<file path="src/rtl/axi_10g_ethernet_0_tx_pkg.sv">
// axi_10g_ethernet_0_tx_pkg: shared widths, source IDs and FSM states for the TX arbiter
package axi_10g_ethernet_0_tx_pkg;
    localparam int DATA_W = 64;
    localparam int KEEP_W = 8;
    typedef logic [1:0] src_id_t;
    localparam src_id_t SRC_NONE        = 2'd0;
    localparam src_id_t SRC_ARP_REPLY   = 2'd1;
    localparam src_id_t SRC_ARP_REQUEST = 2'd2;
    localparam src_id_t SRC_IP_TX       = 2'd3;
    typedef enum logic [1:0] {ST_IDLE, ST_SEND, ST_GAP} state_t;
    // Round-robin successor; NONE behaves like "after ip_tx" so arp_reply comes first
    function automatic src_id_t next_src(input src_id_t id);
        return (id == SRC_IP_TX) ? SRC_ARP_REPLY : id + 2'd1;
    endfunction
endpackage

</file>
<file path="src/rtl/axi_10g_ethernet_0_tx_arbiter_if.sv">
// axi_10g_ethernet_0_tx_arbiter_if: 64-bit AXI-Stream link used by every arbiter port
interface axi_10g_ethernet_0_tx_arbiter_if;
    import axi_10g_ethernet_0_tx_pkg::*;
    logic [DATA_W-1:0] tdata;
    logic [KEEP_W-1:0] tkeep;
    logic              tvalid;
    logic              tlast;
    logic              tready;
    modport master (output tdata, tkeep, tvalid, tlast, input tready);
    modport slave  (input tdata, tkeep, tvalid, tlast, output tready);
endinterface

</file>
<file path="src/rtl/axi_10g_ethernet_0_rr_arbiter.sv">
// axi_10g_ethernet_0_rr_arbiter: combinational round-robin pick among three sources
module axi_10g_ethernet_0_rr_arbiter
    import axi_10g_ethernet_0_tx_pkg::*;
(
    input  logic [2:0] req,
    input  src_id_t    last_served,
    output src_id_t    winner
);
    src_id_t c0, c1, c2;
    function automatic logic wants(input logic [2:0] r, input src_id_t id);
        return (id == SRC_ARP_REPLY) ? r[0] : (id == SRC_ARP_REQUEST) ? r[1] : (id == SRC_IP_TX) ? r[2] : 1'b0;
    endfunction
    always_comb begin
        c0 = next_src(last_served);
        c1 = next_src(c0);
        c2 = next_src(c1);
        winner = wants(req, c0) ? c0 : wants(req, c1) ? c1 : wants(req, c2) ? c2 : SRC_NONE;
    end
endmodule

</file>
<file path="src/rtl/axi_10g_ethernet_0_tx_arbiter.sv">
// axi_10g_ethernet_0_tx_arbiter: frame-level round-robin merge of ARP reply, ARP request and IP TX into the MAC
module axi_10g_ethernet_0_tx_arbiter
    import axi_10g_ethernet_0_tx_pkg::*;
#(
    parameter int unsigned TIMEOUT_CYCLES = 1024,
    parameter int unsigned GAP_CYCLES     = 1
) (
    input  logic                                   aclk,
    input  logic                                   areset,
    input  logic                                   arp_reply_en,
    axi_10g_ethernet_0_tx_arbiter_if.slave         arp_reply,
    input  logic                                   arp_request_en,
    axi_10g_ethernet_0_tx_arbiter_if.slave         arp_request,
    input  logic                                   ip_tx_en,
    axi_10g_ethernet_0_tx_arbiter_if.slave         ip_tx,
    axi_10g_ethernet_0_tx_arbiter_if.master        m_axis,
    output src_id_t                                grant_id,
    output logic                                   timeout_err
);
    localparam int WD_W  = $clog2(TIMEOUT_CYCLES + 1);
    localparam int GAP_W = $clog2(GAP_CYCLES + 2);
    localparam logic [WD_W-1:0]  WD_LAST  = WD_W'(TIMEOUT_CYCLES - 1);
    localparam logic [GAP_W-1:0] GAP_LAST = GAP_W'(GAP_CYCLES - 1);

    state_t            state, state_n;
    src_id_t           grant_n, last_served, last_n, rr_last, winner;
    logic [WD_W-1:0]   wd_cnt, wd_n;
    logic [GAP_W-1:0]  gap_cnt, gap_n;
    logic              terr_n, frame_end, timeout;

    assign m_axis.tdata  = grant_id == SRC_ARP_REPLY ? arp_reply.tdata :
                           grant_id == SRC_ARP_REQUEST ? arp_request.tdata : ip_tx.tdata;
    assign m_axis.tkeep  = grant_id == SRC_ARP_REPLY ? arp_reply.tkeep :
                           grant_id == SRC_ARP_REQUEST ? arp_request.tkeep : ip_tx.tkeep;
    assign m_axis.tvalid = grant_id == SRC_ARP_REPLY ? arp_reply.tvalid :
                           grant_id == SRC_ARP_REQUEST ? arp_request.tvalid :
                           grant_id == SRC_IP_TX ? ip_tx.tvalid : 1'b0;
    assign m_axis.tlast  = grant_id == SRC_ARP_REPLY ? arp_reply.tlast :
                           grant_id == SRC_ARP_REQUEST ? arp_request.tlast :
                           grant_id == SRC_IP_TX ? ip_tx.tlast : 1'b0;

    assign arp_reply.tready   = grant_id == SRC_ARP_REPLY && m_axis.tready;
    assign arp_request.tready = grant_id == SRC_ARP_REQUEST && m_axis.tready;
    assign ip_tx.tready       = grant_id == SRC_IP_TX && m_axis.tready;

    assign frame_end = m_axis.tvalid && m_axis.tready && m_axis.tlast;
    assign timeout   = !m_axis.tvalid && wd_cnt == WD_LAST;
    // With no gap the next winner is picked on the closing beat, ranked after the source just finishing
    assign rr_last   = state == ST_SEND ? grant_id : last_served;

    axi_10g_ethernet_0_rr_arbiter u_rr (
        .req         ({ip_tx_en, arp_request_en, arp_reply_en}),
        .last_served (rr_last),
        .winner      (winner)
    );

    always_comb begin
        state_n = state;
        grant_n = grant_id;
        last_n  = last_served;
        wd_n    = wd_cnt;
        gap_n   = gap_cnt;
        terr_n  = 1'b0;
        case (state)
            ST_IDLE: begin
                if (winner != SRC_NONE) begin
                    state_n = ST_SEND;
                    grant_n = winner;
                    wd_n    = '0;
                end
            end
            ST_SEND: begin
                if (frame_end || timeout) begin
                    last_n  = grant_id;
                    terr_n  = timeout;
                    wd_n    = '0;
                    gap_n   = '0;
                    state_n = GAP_CYCLES != 0 ? ST_GAP : (winner != SRC_NONE ? ST_SEND : ST_IDLE);
                    grant_n = GAP_CYCLES != 0 ? SRC_NONE : winner;
                end else begin
                    wd_n = m_axis.tvalid ? '0 : wd_cnt + 1'b1;
                end
            end
            ST_GAP: begin
                gap_n   = gap_cnt + 1'b1;
                state_n = gap_cnt == GAP_LAST ? ST_IDLE : ST_GAP;
            end
            default: state_n = ST_IDLE;
        endcase
    end

    always_ff @(posedge aclk) begin
        if (areset) begin
            state       <= ST_IDLE;
            grant_id    <= SRC_NONE;
            last_served <= SRC_IP_TX;
            wd_cnt      <= '0;
            gap_cnt     <= '0;
            timeout_err <= 1'b0;
        end else begin
            state       <= state_n;
            grant_id    <= grant_n;
            last_served <= last_n;
            wd_cnt      <= wd_n;
            gap_cnt     <= gap_n;
            timeout_err <= terr_n;
        end
    end
endmodule

</file>
<file path="src/flat_wrapper.sv">
// flat-port wrapper written by rule: the top's interface ports become plain ports
module axi_10g_ethernet_0_tx_arbiter_flat import axi_10g_ethernet_0_tx_pkg::*;
#(
    parameter int unsigned TIMEOUT_CYCLES = 1024,
    parameter int unsigned GAP_CYCLES     = 1
)
  (aclk, areset, arp_reply_en, arp_request_en, ip_tx_en, grant_id, timeout_err, arp_reply_tdata, arp_reply_tkeep, arp_reply_tvalid, arp_reply_tlast, arp_reply_tready, arp_request_tdata, arp_request_tkeep, arp_request_tvalid, arp_request_tlast, arp_request_tready, ip_tx_tdata, ip_tx_tkeep, ip_tx_tvalid, ip_tx_tlast, ip_tx_tready, m_axis_tdata, m_axis_tkeep, m_axis_tvalid, m_axis_tlast, m_axis_tready);
  axi_10g_ethernet_0_tx_arbiter_if arp_reply_i ();
  axi_10g_ethernet_0_tx_arbiter_if arp_request_i ();
  axi_10g_ethernet_0_tx_arbiter_if ip_tx_i ();
  axi_10g_ethernet_0_tx_arbiter_if m_axis_i ();
  input  logic aclk;
  input  logic areset;
  input  logic arp_reply_en;
  input  logic arp_request_en;
  input  logic ip_tx_en;
  output src_id_t grant_id;
  output logic timeout_err;
  input wire logic [$bits(arp_reply_i.tdata)-1:0] arp_reply_tdata;
  input wire logic [$bits(arp_reply_i.tkeep)-1:0] arp_reply_tkeep;
  input wire logic [$bits(arp_reply_i.tvalid)-1:0] arp_reply_tvalid;
  input wire logic [$bits(arp_reply_i.tlast)-1:0] arp_reply_tlast;
  output wire logic [$bits(arp_reply_i.tready)-1:0] arp_reply_tready;
  input wire logic [$bits(arp_request_i.tdata)-1:0] arp_request_tdata;
  input wire logic [$bits(arp_request_i.tkeep)-1:0] arp_request_tkeep;
  input wire logic [$bits(arp_request_i.tvalid)-1:0] arp_request_tvalid;
  input wire logic [$bits(arp_request_i.tlast)-1:0] arp_request_tlast;
  output wire logic [$bits(arp_request_i.tready)-1:0] arp_request_tready;
  input wire logic [$bits(ip_tx_i.tdata)-1:0] ip_tx_tdata;
  input wire logic [$bits(ip_tx_i.tkeep)-1:0] ip_tx_tkeep;
  input wire logic [$bits(ip_tx_i.tvalid)-1:0] ip_tx_tvalid;
  input wire logic [$bits(ip_tx_i.tlast)-1:0] ip_tx_tlast;
  output wire logic [$bits(ip_tx_i.tready)-1:0] ip_tx_tready;
  output wire logic [$bits(m_axis_i.tdata)-1:0] m_axis_tdata;
  output wire logic [$bits(m_axis_i.tkeep)-1:0] m_axis_tkeep;
  output wire logic [$bits(m_axis_i.tvalid)-1:0] m_axis_tvalid;
  output wire logic [$bits(m_axis_i.tlast)-1:0] m_axis_tlast;
  input wire logic [$bits(m_axis_i.tready)-1:0] m_axis_tready;
  assign arp_reply_i.tdata = arp_reply_tdata;
  assign arp_reply_i.tkeep = arp_reply_tkeep;
  assign arp_reply_i.tvalid = arp_reply_tvalid;
  assign arp_reply_i.tlast = arp_reply_tlast;
  assign arp_reply_tready = arp_reply_i.tready;
  assign arp_request_i.tdata = arp_request_tdata;
  assign arp_request_i.tkeep = arp_request_tkeep;
  assign arp_request_i.tvalid = arp_request_tvalid;
  assign arp_request_i.tlast = arp_request_tlast;
  assign arp_request_tready = arp_request_i.tready;
  assign ip_tx_i.tdata = ip_tx_tdata;
  assign ip_tx_i.tkeep = ip_tx_tkeep;
  assign ip_tx_i.tvalid = ip_tx_tvalid;
  assign ip_tx_i.tlast = ip_tx_tlast;
  assign ip_tx_tready = ip_tx_i.tready;
  assign m_axis_tdata = m_axis_i.tdata;
  assign m_axis_tkeep = m_axis_i.tkeep;
  assign m_axis_tvalid = m_axis_i.tvalid;
  assign m_axis_tlast = m_axis_i.tlast;
  assign m_axis_i.tready = m_axis_tready;
  axi_10g_ethernet_0_tx_arbiter #(.TIMEOUT_CYCLES(TIMEOUT_CYCLES), .GAP_CYCLES(GAP_CYCLES)) u_core (.aclk(aclk), .areset(areset), .arp_reply_en(arp_reply_en), .arp_reply(arp_reply_i), .arp_request_en(arp_request_en), .arp_request(arp_request_i), .ip_tx_en(ip_tx_en), .ip_tx(ip_tx_i), .m_axis(m_axis_i), .grant_id(grant_id), .timeout_err(timeout_err));
endmodule
</file>
<file path="config.mk">
export PLATFORM = sky130hd
export DESIGN_NAME = axi_10g_ethernet_0_tx_arbiter_flat
export DESIGN_NICKNAME = d
export VERILOG_FILES = /design/src/rtl/axi_10g_ethernet_0_tx_pkg.sv /design/src/rtl/axi_10g_ethernet_0_tx_arbiter_if.sv /design/src/rtl/axi_10g_ethernet_0_rr_arbiter.sv /design/src/rtl/axi_10g_ethernet_0_tx_arbiter.sv /design/src/flat_wrapper.sv
export SDC_FILE = /design/constraint.sdc
export NUM_CORES = 1
export LEC_CHECK = 0
export BUFFER_PORTS_ARGS = -buffer_cell sky130_fd_sc_hd__clkbuf_2
export CORE_AREA = 8 8 112 114
export CTS_BUF_LIST = sky130_fd_sc_hd__clkbuf_2 sky130_fd_sc_hd__clkbuf_4 sky130_fd_sc_hd__clkbuf_8
export CTS_CLUSTER_SIZE = 25
export DETAILED_ROUTE_END_ITERATION = 8
export DIE_AREA = 0 0 120 122
export PLACE_DENSITY = 0.71
export SYNTH_ARGS = -nofsm -noshare
export SYNTH_HDL_FRONTEND = slang
export SYNTH_SLANG_ARGS = --single-unit
</file>
<file path="constraint.sdc">
create_clock -name aclk -period 3.9 [get_ports aclk]
set_input_delay 0.39 -clock aclk [delete_from_list [all_inputs] [get_ports aclk]]
set_output_delay 0.39 -clock aclk [all_outputs]
set_load 0.02 [all_outputs]
</file>
Word-level counts from Yosys, hierarchy flattened --
Index checks and enable logic that the tools add are counted.
Operators by class: add/subtract/negate cells 5, equal/unequal tests 18, bitwise operators 2, reduce and logical (&&, ||, !) cells 19, muxes and demuxes 38
Operators with widths (count):
- $mux W64 | 2
- $mux W11 | 3
- $mux W2 | 12
- $pmux W11 S2 | 1
- $eq A2 B2 Y1 const B | 10
- $mux W8 | 2
- $mux W1 | 15
- $add A11 B1 Y11 const B | 1
- $eq A11 B10 Y1 const B | 1
- $eq A2 B1 Y1 const B | 5
- $add A2 B1 Y2 const B | 4
- $pmux W2 S2 | 2
- $reduce_and A2 Y1 | 4
- $logic_and A1 B1 Y1 | 6
- $pmux W2 S3 | 1
- $reduce_bool A2 Y1 | 3
- $logic_not A2 Y1 | 2
- $reduce_and A3 Y1 | 1
- $reduce_or A3 Y1 | 1
- $ne A2 B1 Y1 const B | 1
- $ne A2 B2 Y1 const B | 1
- $not A1 Y1 | 2
- $logic_not A1 Y1 | 1
- $logic_or A1 B1 Y1 | 1
Word-level totals: word-level logic and storage cells 88, output and inout port bits 80, input port bits 228, register bits after elaboration 20

Longest topological paths before layout --
depth in word-level cells 18, mapped depth 13

Cells and area by module --
From an unflattened synthesis, not the netlist that was laid out.
Unflattened totals: cells, all modules 480, area total of the unflattened synthesis 3464.6 um^2
Modules (own cells, without submodules):
- axi_10g_ethernet_0_tx_arbiter | times used 1, area each 3263.1 um^2, cells each 455
- axi_10g_ethernet_0_rr_arbiter | times used 1, area each 201.4 um^2, cells each 25

Least setup slack after synthesis --
No wires, ideal clock.
path kind register to register, start point register u_core.grant_id[0], end point register u_core.wd_cnt[8], setup slack 0.361 ns, data arrival time 3.448 ns, cell stages (with the launch flop) 13, required time 3.809 ns, setup time 0.091 ns, period minus slack after synthesis 3.539 ns, cells stage by stage dfxtp_1 > buf_6 > clkbuf_1 > clkbuf_1 > clkbuf_1 > mux2i_1 > ha_1 > nand3b_1 > a22o_1 > a211o_1 > a2111oi_2 > nor2_1 > a311oi_1
Between the ends: longest elaborated chain between the ends 17
Ends and longest elaborated chain:
- from (decl) | RTL line axi_10g_ethernet_0_tx_arbiter.sv:17 | output src_id_t grant_id,
- from (signal assigned) | RTL line axi_10g_ethernet_0_tx_arbiter.sv:102 | grant_id <= grant_n;
- $mux W2 | RTL line axi_10g_ethernet_0_tx_arbiter.sv:49 | assign rr_last = state == ST_SEND ? grant_id : last_served;
- $add A2 B1 Y2 or $eq A2 B2 Y1 (tied branches) | RTL line axi_10g_ethernet_0_tx_pkg.sv:13 | return (id == SRC_IP_TX) ? SRC_ARP_REPLY : id + 2'd1;
- $mux W2 | RTL line axi_10g_ethernet_0_tx_pkg.sv:13
- $add A2 B1 Y2 or $eq A2 B2 Y1 (tied branches) | RTL line axi_10g_ethernet_0_tx_pkg.sv:13, axi_10g_ethernet_0_rr_arbiter.sv:11
- $mux W2 | RTL line axi_10g_ethernet_0_tx_pkg.sv:13
- $add A2 B1 Y2 or $eq A2 B2 Y1 (tied branches) | RTL line axi_10g_ethernet_0_tx_pkg.sv:13, axi_10g_ethernet_0_rr_arbiter.sv:11
- $mux W2 | RTL line axi_10g_ethernet_0_tx_pkg.sv:13
- $eq A2 B2 Y1 | RTL line axi_10g_ethernet_0_rr_arbiter.sv:11 | return (id == SRC_ARP_REPLY) ? r[0] : (id == SRC_ARP_REQUEST) ? r[1] : (id == SRC_IP_TX) ? r[2] : 1'b0;
- $mux W1 (3 in a row) | RTL line axi_10g_ethernet_0_rr_arbiter.sv:11
- $mux W2 (3 in a row) | RTL line axi_10g_ethernet_0_rr_arbiter.sv:17 | winner = wants(req, c0) ? c0 : wants(req, c1) ? c1 : wants(req, c2) ? c2 : SRC_NONE;
- $reduce_bool A2 Y1 | RTL line axi_10g_ethernet_0_tx_arbiter.sv:66 | if (winner != SRC_NONE) begin
- $ne A2 B1 Y1 (no line)
- $reduce_and A2 Y1 (no line)
- to (signal assigned) | RTL line axi_10g_ethernet_0_tx_arbiter.sv:104 | wd_cnt <= wd_n;
- to (decl) | RTL line axi_10g_ethernet_0_tx_arbiter.sv:27 | logic [WD_W-1:0] wd_cnt, wd_n;
Several ways; a longest one is shown, not always the timed one. A chain may end at the register's enable or synchronous reset.

Final worst setup path --
start point register u_core.grant_id[0], end point output port m_axis_tdata[23]
Between the ends: longest elaborated chain between the ends 3
Ends and longest elaborated chain:
- $eq A2 B2 Y1 | RTL line axi_10g_ethernet_0_tx_arbiter.sv:32 | grant_id == SRC_ARP_REQUEST ? arp_request.tdata : ip_tx.tdata;
- $mux W64 | RTL line axi_10g_ethernet_0_tx_arbiter.sv:32
- $mux W64 (*) | RTL line axi_10g_ethernet_0_tx_arbiter.sv:31 | assign m_axis.tdata = grant_id == SRC_ARP_REPLY ? arp_reply.tdata :
- to (decl) | RTL line flat_wrapper.sv:34 | output wire logic [$bits(m_axis_i.tdata)-1:0] m_axis_tdata;
Mark *: on every way between the ends. The rest lies on a longest branch, timed or not.

==> qor.log <==
[critical_path] critical path cell sequence buf_4, buf_4, mux2i_1, a21oi_1, clkbuf_2
[synth] share of synthesized flip-flops with an asynchronous set or reset 0%
[clock_network] maximum clock path buffer count 2
[die] starting utilization of the core area 32.8%
[min_path] worst min-delay path startpoint u_core.wd_cnt[10]
[clock_network] clock latency on the worst-skew pair 0.26 ns
[sta] clock period minus final worst setup slack 3.16 ns
[route] met3 wire length 1670 microns
[synth] share of the yosys chip area belonging to registers 11.4%
[critical_path] CP max-delay cell sky130_fd_sc_hd__buf_4
[run_status] result of the run finished, final reports clean
[critical_path] Worst Path Arrival 2.77 ns
[synth] summed instance area of the synthesized netlist 3510 sq um
[grt] initial antenna violation count 0
[critical_path] element type at the critical path end output port
[die] die span in x 120 microns
[layout] final layout net count 1003
[sta] final clock skew 0.00988 ns
[power_and_ir_drop] power density of the placed cells 601 nW/um^2
[sta] Max Transition Viols Final 0
[critical_path] cell type with the highest occurrence count on the critical path sky130_fd_sc_hd__buf_4
[layout] final cell utilization of the core 48.3%
[layout] fin cells 908
[synth] area share of the largest cell type after synthesis 21.4%
[sta] pin slew with the least headroom to its limit 0.970 ns
[route] number of iterations in the first detailed-routing pass 4
[clock_network] Worst-path clk slew 0.08 ns
[power_and_ir_drop] maximum vdd drop 0.000357 V
[route] total detailed-routing wirelength 14900 microns
[critical_path] Max stage delay on crit path 0.71 ns
[route] DR vias/cell 5.10
[synth] EDFF count, synth 0
[min_path] hold depth 2
[clock_network] TritonCTS sink count 20
[critical_path] r2r endpoint u_core.wd_cnt[8]
[sta] Final period util 81.1%
[sta] Fin Setup TNS 0 ns
[job] max capacitance violation total 0
[sta] remaining max-slew budget at the tightest pin 35.4%
[sta] highest attainable clock frequency 316 MHz
[power_and_ir_drop] combinational power share 84.1%
[placement] routability cong. 0.876
[layout] count of fill cells added during filler insertion 1106
[placement] count of placed standard cells including taps 904
[die] Core ar. 10700 sq um
[synth] number of nets in the synthesized netlist 729
[die] I/O pin total 308
[grt] number of global-route vias before repair 4266
[sta] final worst setup slack 0.736 ns
[power_and_ir_drop] PnR Total Power 3.10 mW
[route] number of design rule violations left after detail routing 0
[critical_path] reg2reg setup slack 0.84 ns
[critical_path] Worst Setup Start Kind flip-flop
[route] number of nets still failing antenna checks after routing 0
[placement] DP HPWL 12600 microns
[min_path] end point of the worst hold path u_core.wd_cnt[10]
[layout] area added between synthesis and finish 47.3%
[grt] aggregate global routing overflow 0
[clock_network] Post-CTS Resized 0
[clock_network] count of buffers added by post-CTS timing repair for setup 0
[sta] setup repair after global routing missed its margin no
[grt] global-route wire length before repair 22100 microns
[grt] overall routing resource usage 18.1%
[min_path] Tightest Hold Check Type flip-flop to flip-flop
[clock_network] clock root cell sky130_fd_sc_hd__clkbuf_8
[power_and_ir_drop] cell-internal power 1.35 mW
[synth] leading area contributor after synthesis sky130_fd_sc_hd__mux2i_1
[route] DRT iter0 DRCs 254
[power_and_ir_drop] cell leakage power 2.43 nW
[route] highest metal used met4
[synth] distinct cell type count after synthesis 43
[grt] pin count of the biggest net entering global routing 90
[synth] cell count after synthesis 495
[route] Met2 Wirelength 7450 microns
[die] die height 122 microns
[power_and_ir_drop] relative contribution of sequential cells to total power 9.2%
[die] die area 14600 sq um
[sta] final setup fails 0
[synth] Mapped Avg Cell Area 7.09 sq um
[clock_network] total CTS buffers 3
[critical_path] launch instance of the worst register-to-register path u_core.state[0]
[layout] total inserted antenna cells 0
[synth] prevailing post-synth register cell sky130_fd_sc_hd__dfxtp_1
[synth] register bit total from synthesis 20
[clock_network] level count of the clock H-tree 1
[route] wire per inst 16.5 microns
[layout] share of cells above drive strength 1 42.7%
[placement] setup slack after placement 0.851 ns
[route] total via count after detailed routing 4635
[critical_path] r2r worst-path depth 10
[power_and_ir_drop] net switching share of the total power 56.6%
[clock_network] TritonCTS clock tree yes
[critical_path] data required time of the worst path 3.51 ns
[critical_path] worst setup path category flip-flop to output port
[critical_path] largest fanout on the critical path 70
[synth] Synth Warn # 0
[sta] number of failing hold endpoints at the final stage 0
[placement] number of port buffers 307
[clock_network] count of hold-fix buffers inserted at cts 0
[route] Post-Route M1 WL 5770 microns
[power_and_ir_drop] Net Sw Power 1.76 mW
[power_and_ir_drop] share of total power in the clock network 6.8%
[synth] ranking of synthesized cells by area sky130_fd_sc_hd__mux2i_1 21%, sky130_fd_sc_hd__a211oi_1 16%, sky130_fd_sc_hd__nor2b_1 13%
[die] Row Count 38
## layer usage
| layer | up-vias | GRT usage (%) |
|---|---|---|
| li1 | 2406 | - |
| met1 | 1996 | 20.8 |
| met2 | 227 | 32.6 |
| met3 | 6 | 6.57 |
| met4 | 0 | 1.80 |
| met5 | - | 0 |
## cells in the final DEF, fill, tap and decap left out, types with 2 or more instances in the layout
cell type / netlist / final
sky130_fd_sc_hd__a21oi_1: 85 / 85
sky130_fd_sc_hd__o22ai_1: 2 / 2
sky130_fd_sc_hd__nor2b_1: 75 / 75
sky130_fd_sc_hd__o21ai_0: 12 / 12
sky130_fd_sc_hd__nor2_1: 20 / 20
sky130_fd_sc_hd__dfxtp_4: 0 / 2
sky130_fd_sc_hd__a31oi_1: 2 / 2
sky130_fd_sc_hd__nor4_1: 2 / 2
sky130_fd_sc_hd__nand3b_1: 6 / 6
sky130_fd_sc_hd__ha_1: 6 / 6
sky130_fd_sc_hd__a211oi_1: 74 / 74
sky130_fd_sc_hd__dfxtp_1: 20 / 18
sky130_fd_sc_hd__nor3_1: 6 / 6
sky130_fd_sc_hd__mux2i_1: 75 / 75
sky130_fd_sc_hd__or2_2: 4 / 4
sky130_fd_sc_hd__inv_1: 10 / 10
sky130_fd_sc_hd__nand2_1: 19 / 19
sky130_fd_sc_hd__a41oi_1: 3 / 3
sky130_fd_sc_hd__buf_4: 0 / 7
sky130_fd_sc_hd__a22o_1: 2 / 2
sky130_fd_sc_hd__nand3_1: 4 / 4
sky130_fd_sc_hd__clkbuf_8: 0 / 3
sky130_fd_sc_hd__clkbuf_2: 0 / 307
sky130_fd_sc_hd__a2bb2oi_1: 2 / 2
sky130_fd_sc_hd__a311oi_1: 2 / 2
sky130_fd_sc_hd__nor4b_1: 2 / 2
## cells in the mapped netlist (all sizes together), types with 3 or more instances
library cell and instances:
nand2 19, nor3 6, clkbuf 36, dfxtp 20, inv 10, mux2i 75, a21oi 85, nor2b 75
a41oi 3, nand3b 6, nand3 4, a211oi 74, ha 6, buf 9, nor2 20, or2 5
o21ai 12
## area by class of cell
class / instances / area, sq um / share of cell area [%]
Tap cell: 140 / 175 / 3.39
Clock buffer: 3 / 41.3 / 0.799
Clock inverter: 1 / 30.0 / 0.581
Sequential cell: 20 / 408 / 7.90
Timing Repair Buffer: 314 / 1590 / 30.8
Inverter: 10 / 37.5 / 0.727
Multi-Input combinational cell: 420 / 2880 / 55.8
## power by group through the flow
stage	clock network (mW)	registers, mW	logic [mW]
finish	0.209	0.285	2.61
CTS	0.211	0.285	2.62
floorplan	0	0.258	1.91
global route	0.221	0.291	2.86
global placement	0	0.288	2.60
detailed placement	0	0.289	2.62
## metrics by stage
step | hold slack (ns) | instance area [sq um]
after floorplan | 0.407 | 3510
after global placement | 0.420 | 5090
after detailed placement | 0.422 | 5090
after CTS | 0.433 | 5160
after global routing | 0.455 | 5160
final | 0.437 | 5160
## critical path: cells and delay by family, from the launching register on
kind / cells / cell delay [ns]
buf+inv: 3 / 1.41
flops: 1 / 0.56
compound gates: 1 / 0.31
mux: 1 / 0.18
## cell families after synthesis
kind of cell,after synthesis,share of synthesized area [%]
muxes,77,22.2
adders and majority gates,6,2.14
DFF,20,11.4
buffers and inverters,55,6.35
AOI/OAI and AO/OA,192,34.7
and+or+nand+nor,145,23.2
## sequential cells by signal, indices dropped and copies added (netlist names)
signal	flops
u_core.last_served	2
u_core.state	2
u_core.wd_cnt	11
u_core.grant_id	2
u_core.timeout_err	1
u_core.gap_cnt	2
## worst max path at each step
stage / start / endpoint / depth (start not counted)
finish: u_core.grant_id[0] / m_axis_tdata[23] / 5
global route: u_core.grant_id[0] / m_axis_tdata[21] / 6
CTS: u_core.grant_id[0] / m_axis_tdata[15] / 6
detailed placement: u_core.state[0] / u_core.wd_cnt[8] / 10
global placement: u_core.state[0] / u_core.wd_cnt[8] / 10
floorplan: u_core.grant_id[0] / u_core.wd_cnt[8] / 12
Power figures use the tool's default switching activity.
